[config.mk]
export PLATFORM = sky130hd
export DESIGN_NAME = ps2_rx_fifo
export DESIGN_NICKNAME = d
export VERILOG_FILES = /design/src/rtl/ps2_rx_fifo.sv
export SDC_FILE = /design/constraint.sdc
export NUM_CORES = 1
export LEC_CHECK = 0
export ABC_AREA = 0
export BUFFER_PORTS_ARGS = -buffer_cell sky130_fd_sc_hd__clkbuf_2
export CORE_ASPECT_RATIO = 1.2
export CORE_UTILIZATION = 45
export DETAILED_ROUTE_END_ITERATION = 10
export PLACE_DENSITY_LB_ADDON = 0.15
export REMOVE_ABC_BUFFERS = 1
export SLEW_MARGIN = 20
export SYNTH_ARGS = -nofsm -noshare
export SYNTH_HDL_FRONTEND = slang
export SYNTH_SLANG_ARGS = --single-unit
[constraint.sdc]
create_clock -name clk -period 5.02 [get_ports clk]
set_clock_uncertainty 0.15 [all_clocks]
set_input_delay 1.004 -clock clk [delete_from_list [all_inputs] [get_ports clk]]
set_output_delay 1.004 -clock clk [all_outputs]
set_load 0.01 [all_outputs]
[src/rtl/ps2_rx_fifo.sv]
// PS/2 device-to-host receiver: synchronised, glitch-filtered ps2_clk drives an
// 11-bit frame decoder that pushes good bytes into a first-word-fall-through FIFO.
module ps2_rx_fifo #(
    parameter int DEPTH_LOG2  = 3,
    parameter int FILTER_LEN  = 4,
    parameter int TIMEOUT_CYC = 50000
) (
    input  logic                  clk,
    input  logic                  clrn,
    input  logic                  ps2_clk,
    input  logic                  ps2_data,
    input  logic                  rd,
    input  logic                  flush,
    input  logic                  clr_err,
    output logic [7:0]            data,
    output logic                  ready,
    output logic [DEPTH_LOG2:0]   level,
    output logic                  overflow,
    output logic                  parity_err,
    output logic                  frame_err
);
    localparam int DEPTH = 2 ** DEPTH_LOG2;
    localparam int LW    = DEPTH_LOG2 + 1;
    localparam int FW    = $clog2(FILTER_LEN + 1);
    localparam int TW    = $clog2(TIMEOUT_CYC + 1);

    typedef enum logic [1:0] {S_IDLE, S_DATA, S_PARITY, S_STOP} state_t;

    logic clk_s1, clk_s2, dat_s1, dat_s2;
    logic filt;
    logic [FW-1:0] filt_cnt;
    logic filt_flip, sample;

    always_ff @(posedge clk or negedge clrn) begin
        if (!clrn) begin
            clk_s1 <= 1'b1;
            clk_s2 <= 1'b1;
            dat_s1 <= 1'b1;
            dat_s2 <= 1'b1;
        end else begin
            clk_s1 <= ps2_clk;
            clk_s2 <= clk_s1;
            dat_s1 <= ps2_data;
            dat_s2 <= dat_s1;
        end
    end

    // filt_cnt counts consecutive samples that disagree with the filtered level
    assign filt_flip = (clk_s2 != filt) && (filt_cnt == FW'(FILTER_LEN - 1));
    assign sample    = filt_flip && filt;

    always_ff @(posedge clk or negedge clrn) begin
        if (!clrn) begin
            filt     <= 1'b1;
            filt_cnt <= '0;
        end else if (clk_s2 == filt) begin
            filt_cnt <= '0;
        end else if (filt_flip) begin
            filt     <= clk_s2;
            filt_cnt <= '0;
        end else begin
            filt_cnt <= filt_cnt + FW'(1);
        end
    end

    state_t        state, state_d;
    logic [2:0]    bit_cnt;
    logic [7:0]    shift;
    logic          par_bit;
    logic [TW-1:0] to_cnt;
    logic          timeout, accept, perr_set, ferr_set, par_ok;
    logic          wr_en;
    logic [7:0]    wr_byte;

    assign timeout = (state != S_IDLE) && !sample && (to_cnt == TW'(TIMEOUT_CYC - 1));
    assign par_ok  = ^{shift, par_bit};

    always_comb begin
        state_d  = state;
        accept   = 1'b0;
        perr_set = 1'b0;
        ferr_set = 1'b0;
        if (sample) begin
            case (state)
                S_IDLE:   if (!dat_s2) state_d = S_DATA;
                S_DATA:   if (bit_cnt == 3'd7) state_d = S_PARITY;
                S_PARITY: state_d = S_STOP;
                S_STOP: begin
                    state_d  = S_IDLE;
                    accept   = dat_s2 && par_ok;
                    perr_set = !par_ok;
                    ferr_set = !dat_s2;
                end
                default:  state_d = S_IDLE;
            endcase
        end else if (timeout) begin
            state_d  = S_IDLE;
            ferr_set = 1'b1;
        end
    end

    always_ff @(posedge clk or negedge clrn) begin
        if (!clrn) begin
            state   <= S_IDLE;
            bit_cnt <= '0;
            shift   <= '0;
            par_bit <= 1'b0;
            to_cnt  <= '0;
            wr_en   <= 1'b0;
            wr_byte <= '0;
        end else begin
            state   <= state_d;
            wr_en   <= accept;
            wr_byte <= shift;
            if (state == S_IDLE || sample) to_cnt <= '0;
            else                           to_cnt <= to_cnt + TW'(1);
            if (timeout || (sample && state == S_IDLE)) bit_cnt <= '0;
            if (sample && state == S_DATA) begin
                shift   <= {dat_s2, shift[7:1]};
                bit_cnt <= bit_cnt + 3'd1;
            end
            if (sample && state == S_PARITY) par_bit <= dat_s2;
        end
    end

    logic [7:0]            mem [DEPTH];
    logic [DEPTH_LOG2-1:0] wr_ptr, rd_ptr;
    logic                  pop, full, do_write, ovf_set;

    assign ready    = (level != '0);
    assign full     = (level == LW'(DEPTH));
    assign pop      = rd && ready;
    // at full a simultaneous pop frees the slot being overwritten
    assign do_write = wr_en && (!full || pop);
    assign ovf_set  = wr_en && full && !pop && !flush;
    assign data     = mem[rd_ptr];

    always_ff @(posedge clk) begin
        if (!flush && do_write) mem[wr_ptr] <= wr_byte;
    end

    always_ff @(posedge clk or negedge clrn) begin
        if (!clrn) begin
            wr_ptr <= '0;
            rd_ptr <= '0;
            level  <= '0;
        end else if (flush) begin
            wr_ptr <= '0;
            rd_ptr <= '0;
            level  <= '0;
        end else begin
            if (do_write) wr_ptr <= wr_ptr + DEPTH_LOG2'(1);
            if (pop)      rd_ptr <= rd_ptr + DEPTH_LOG2'(1);
            if (do_write && !pop)      level <= level + LW'(1);
            else if (!do_write && pop) level <= level - LW'(1);
        end
    end

    always_ff @(posedge clk or negedge clrn) begin
        if (!clrn) begin
            overflow   <= 1'b0;
            parity_err <= 1'b0;
            frame_err  <= 1'b0;
        end else begin
            overflow   <= ovf_set  || (overflow   && !clr_err);
            parity_err <= perr_set || (parity_err && !clr_err);
            frame_err  <= ferr_set || (frame_err  && !clr_err);
        end
    end
endmodule
==> flow_summary.ini <==
[status]
status = finished, final reports clean

[layout]
areaGrowthSynthToFinish_pct = 16.8
layout-drive-gt1-share_pct = 26.2
multi_input_comb_area_mm2 = 0.00171
num-nets-final = 398
finalInstanceArea_mm2 = 0.00609
n_fill_cell = 938
diodes = 0
register_area_mm2 = 0.00343

[global_routing]
grt_max_degree = 38
grt.total_usage_pct = 16.5
antenna_found_initial = 0
overflow = 0
grt_pass1_wl_mm = 14.6
grt_pass1_vias = 2888

[sta]
setup_ws_ns = 1.75
worstMarginPinSlew_ns = 0.957
fin_crit_sh_pct = 65.1
setup_viol = 0
relSlewSlack_pct = 36.0
fmax_mhz = 306
fin_setup_tns_ns = 0
hold_viol_final = 0
rsz0062_at_grt = false
holdWs_ns = 0.206
slew_viol_final = 0
post-route-min-period_ns = 3.27

[routing]
ant_nets = 0
detail_route.wl_per_cell_um = 16.0
vias_per_cell = 5.12
drt_pass1_iterations = 4
dr_total_vias = 2784
routed_wl_mm = 8.68
first_iter_violations = 170
route.detailed.drc = 0

[synthesis]
syn_inst = 343
synth_edf_count = 64
synth_seq_cells = 124
avgSynthCellArea_um2 = 15.2
yosysTopAreaCellShare_pct = 36.9
synth_top_area_cell = edfxtp_1
synth_area_leaders = edfxtp_1 (37%), dfrtp_1 (26%), mux4_2 (6.9%), mux2_2 (3.9%), xnor2_1 (3.2%)
ys.flop_type = edfxtp_1
netlist_area_mm2 = 0.00521
yosysWarnings = 0
ys_async_sr_fraction_pct = 48.4
post-synth-top-count-cell = edfxtp_1
synthTopCellsByCount = edfxtp_1 (64), dfrtp_1 (55), nor2_1 (30)
ys_types = 51
synth_seq_area_share_pct = 65.8

[pwr]
report.power.total_mw = 2.42
leakage_nw = 2.40
ir_drop_mv = 0.267
pwr_density_cell_mw_per_mm2 = 398

[die]
initial_core_util_pct = 46.8
dieWidth_um = 100
dieArea_mm2 = 0.0120
core-area_mm2 = 0.0111
die_y_um = 120
io_pins = 23
fp-row-count = 42

[clock_network]
cts_hold_buf = 0
htreeDepth = 4
cts_tree = done
cts_resized = 0
cts.sinks = 124
cts-root-buf = clkbuf_16
postCtsSetupRepairBufs = 0
clk_path_buf_depth = 2
insertion_delay_ns = 0.41
clkTransAtPathRegs_ns = 0.05
cts_buffers = 17

[worst_setup_path]
critPathLaunchType = flip-flop
crit_path_max_fanout = 17
worstPathRequired_ns = 3.87
path_class = flip-flop to primary output
endpoint_kind = primary output
crit_arrival_ns = 2.11
crit_start = rd_ptr[0]
r2r-start = level[1]

[placed_design]
gp_congestion = 0.742
portBuffers = 22
place_area_mm2 = 0.00550
place_hpwl_mm = 5.70
place_worst_setup_slack_ns = 1.54

[hold_path]
hold_start = clk_s1
hold_class = flip-flop to flip-flop

[flow_run]
cap_violations = 0
[sequential cells by signal, summed over array words and instances, names as in the netlist, 2 cells and up]
register,cells
state,2
wr_ptr,3
shift,8
wr_byte,8
filt_cnt,3
to_cnt,16
bit_cnt,3
rd_ptr,3
mem,64
level,4
[layout make-up]
| type | count | share of cell area (%) |
|---|---|---|
| repair buffers | 25 | 2.18 |
| clock inverters | 14 | 2.53 |
| well taps | 154 | 3.17 |
| multi-input cells | 198 | 28.0 |
| inverters | 12 | 0.740 |
| flip-flops and latches | 124 | 56.4 |
| clock buffers | 17 | 6.99 |
[routing by layer]
| layer | track usage [%] | part of all wire (%) | up-vias |
|---|---|---|---|
| li1 | - | - | 1349 |
| met1 | 20.3 | 45 | 1399 |
| met2 | 27.2 | 52 | 30 |
| met3 | 4.78 | 2.1 | 6 |
| met4 | 6.70 | 1.1 | 0 |
| met5 | 0 | 0 | - |
[cells in the final DEF (no fill, tap or decap), drive strengths merged, types with 3 or more instances in the layout]
| master | Yosys | final |
|---|---|---|
| nor3 | 10 | 10 |
| nand3 | 8 | 8 |
| dfrtp | 55 | 55 |
| edfxtp | 64 | 64 |
| bufinv | 0 | 3 |
| mux2 | 19 | 19 |
| a21oi | 5 | 5 |
| o21ai | 8 | 8 |
| inv | 12 | 12 |
| or3 | 3 | 3 |
| clkinv | 0 | 8 |
| mux4 | 16 | 16 |
| buf | 4 | 3 |
| nand2 | 18 | 18 |
| nand4 | 3 | 3 |
| nor2 | 30 | 30 |
| nand2b | 5 | 5 |
| nor2b | 3 | 3 |
| clkbuf | 5 | 39 |
| ha | 12 | 12 |
| xor2 | 6 | 6 |
| dfstp | 5 | 5 |
| nor4 | 5 | 5 |
| xnor2 | 19 | 19 |
| clkinvlp | 0 | 3 |
[worst max-delay path, cell delays in order (launching register included)]
cell	delay [ns]
dfrtp_2	0.73
mux4_2	0.57
mux2_2	0.27
clkbuf_2	0.13
[metrics by stage]
step	utilization, %	std cells
final	54.6	544
after global routing	54.6	544
after CTS	54.6	544
after detailed placement	49.4	513
after global placement	49.4	513
after floorplan	-	334
[worst paths after layout]
path | endpoint | slack, ns | depth (start not counted)
min | clk_s2 | 0.21 | 0
max | data[1] | 1.75 | 3
max reg2reg | level[3] | 2.36 | 7
max in group asynchronous | rd_ptr[0] | 3.38 | 2
min in group asynchronous | to_cnt[1] | 0.44 | 1
min reg2reg | clk_s2 | 0.21 | 0
[kinds of logic (layout without fill, tap and decap cells)]
logic type / count (synthesis) / after routing / synth area share (%)
flops: 124 / 124 / 65.8
simple gates: 97 / 97 / 9.55
mux: 37 / 37 / 11.4
xor+xnor: 26 / 26 / 4.63
compound gates: 25 / 25 / 3.79
buf+inv: 21 / 68 / 1.58
fa+ha+maj: 13 / 13 / 3.26
[report_power, final]
part,switching (mW),total (mW),internal [mW]
clock network,0.418,1.19,0.768
registers,0.0236,1.12,1.10
logic,0.0704,0.113,0.0426
Note: power is estimated with default switching activity, not from simulation.
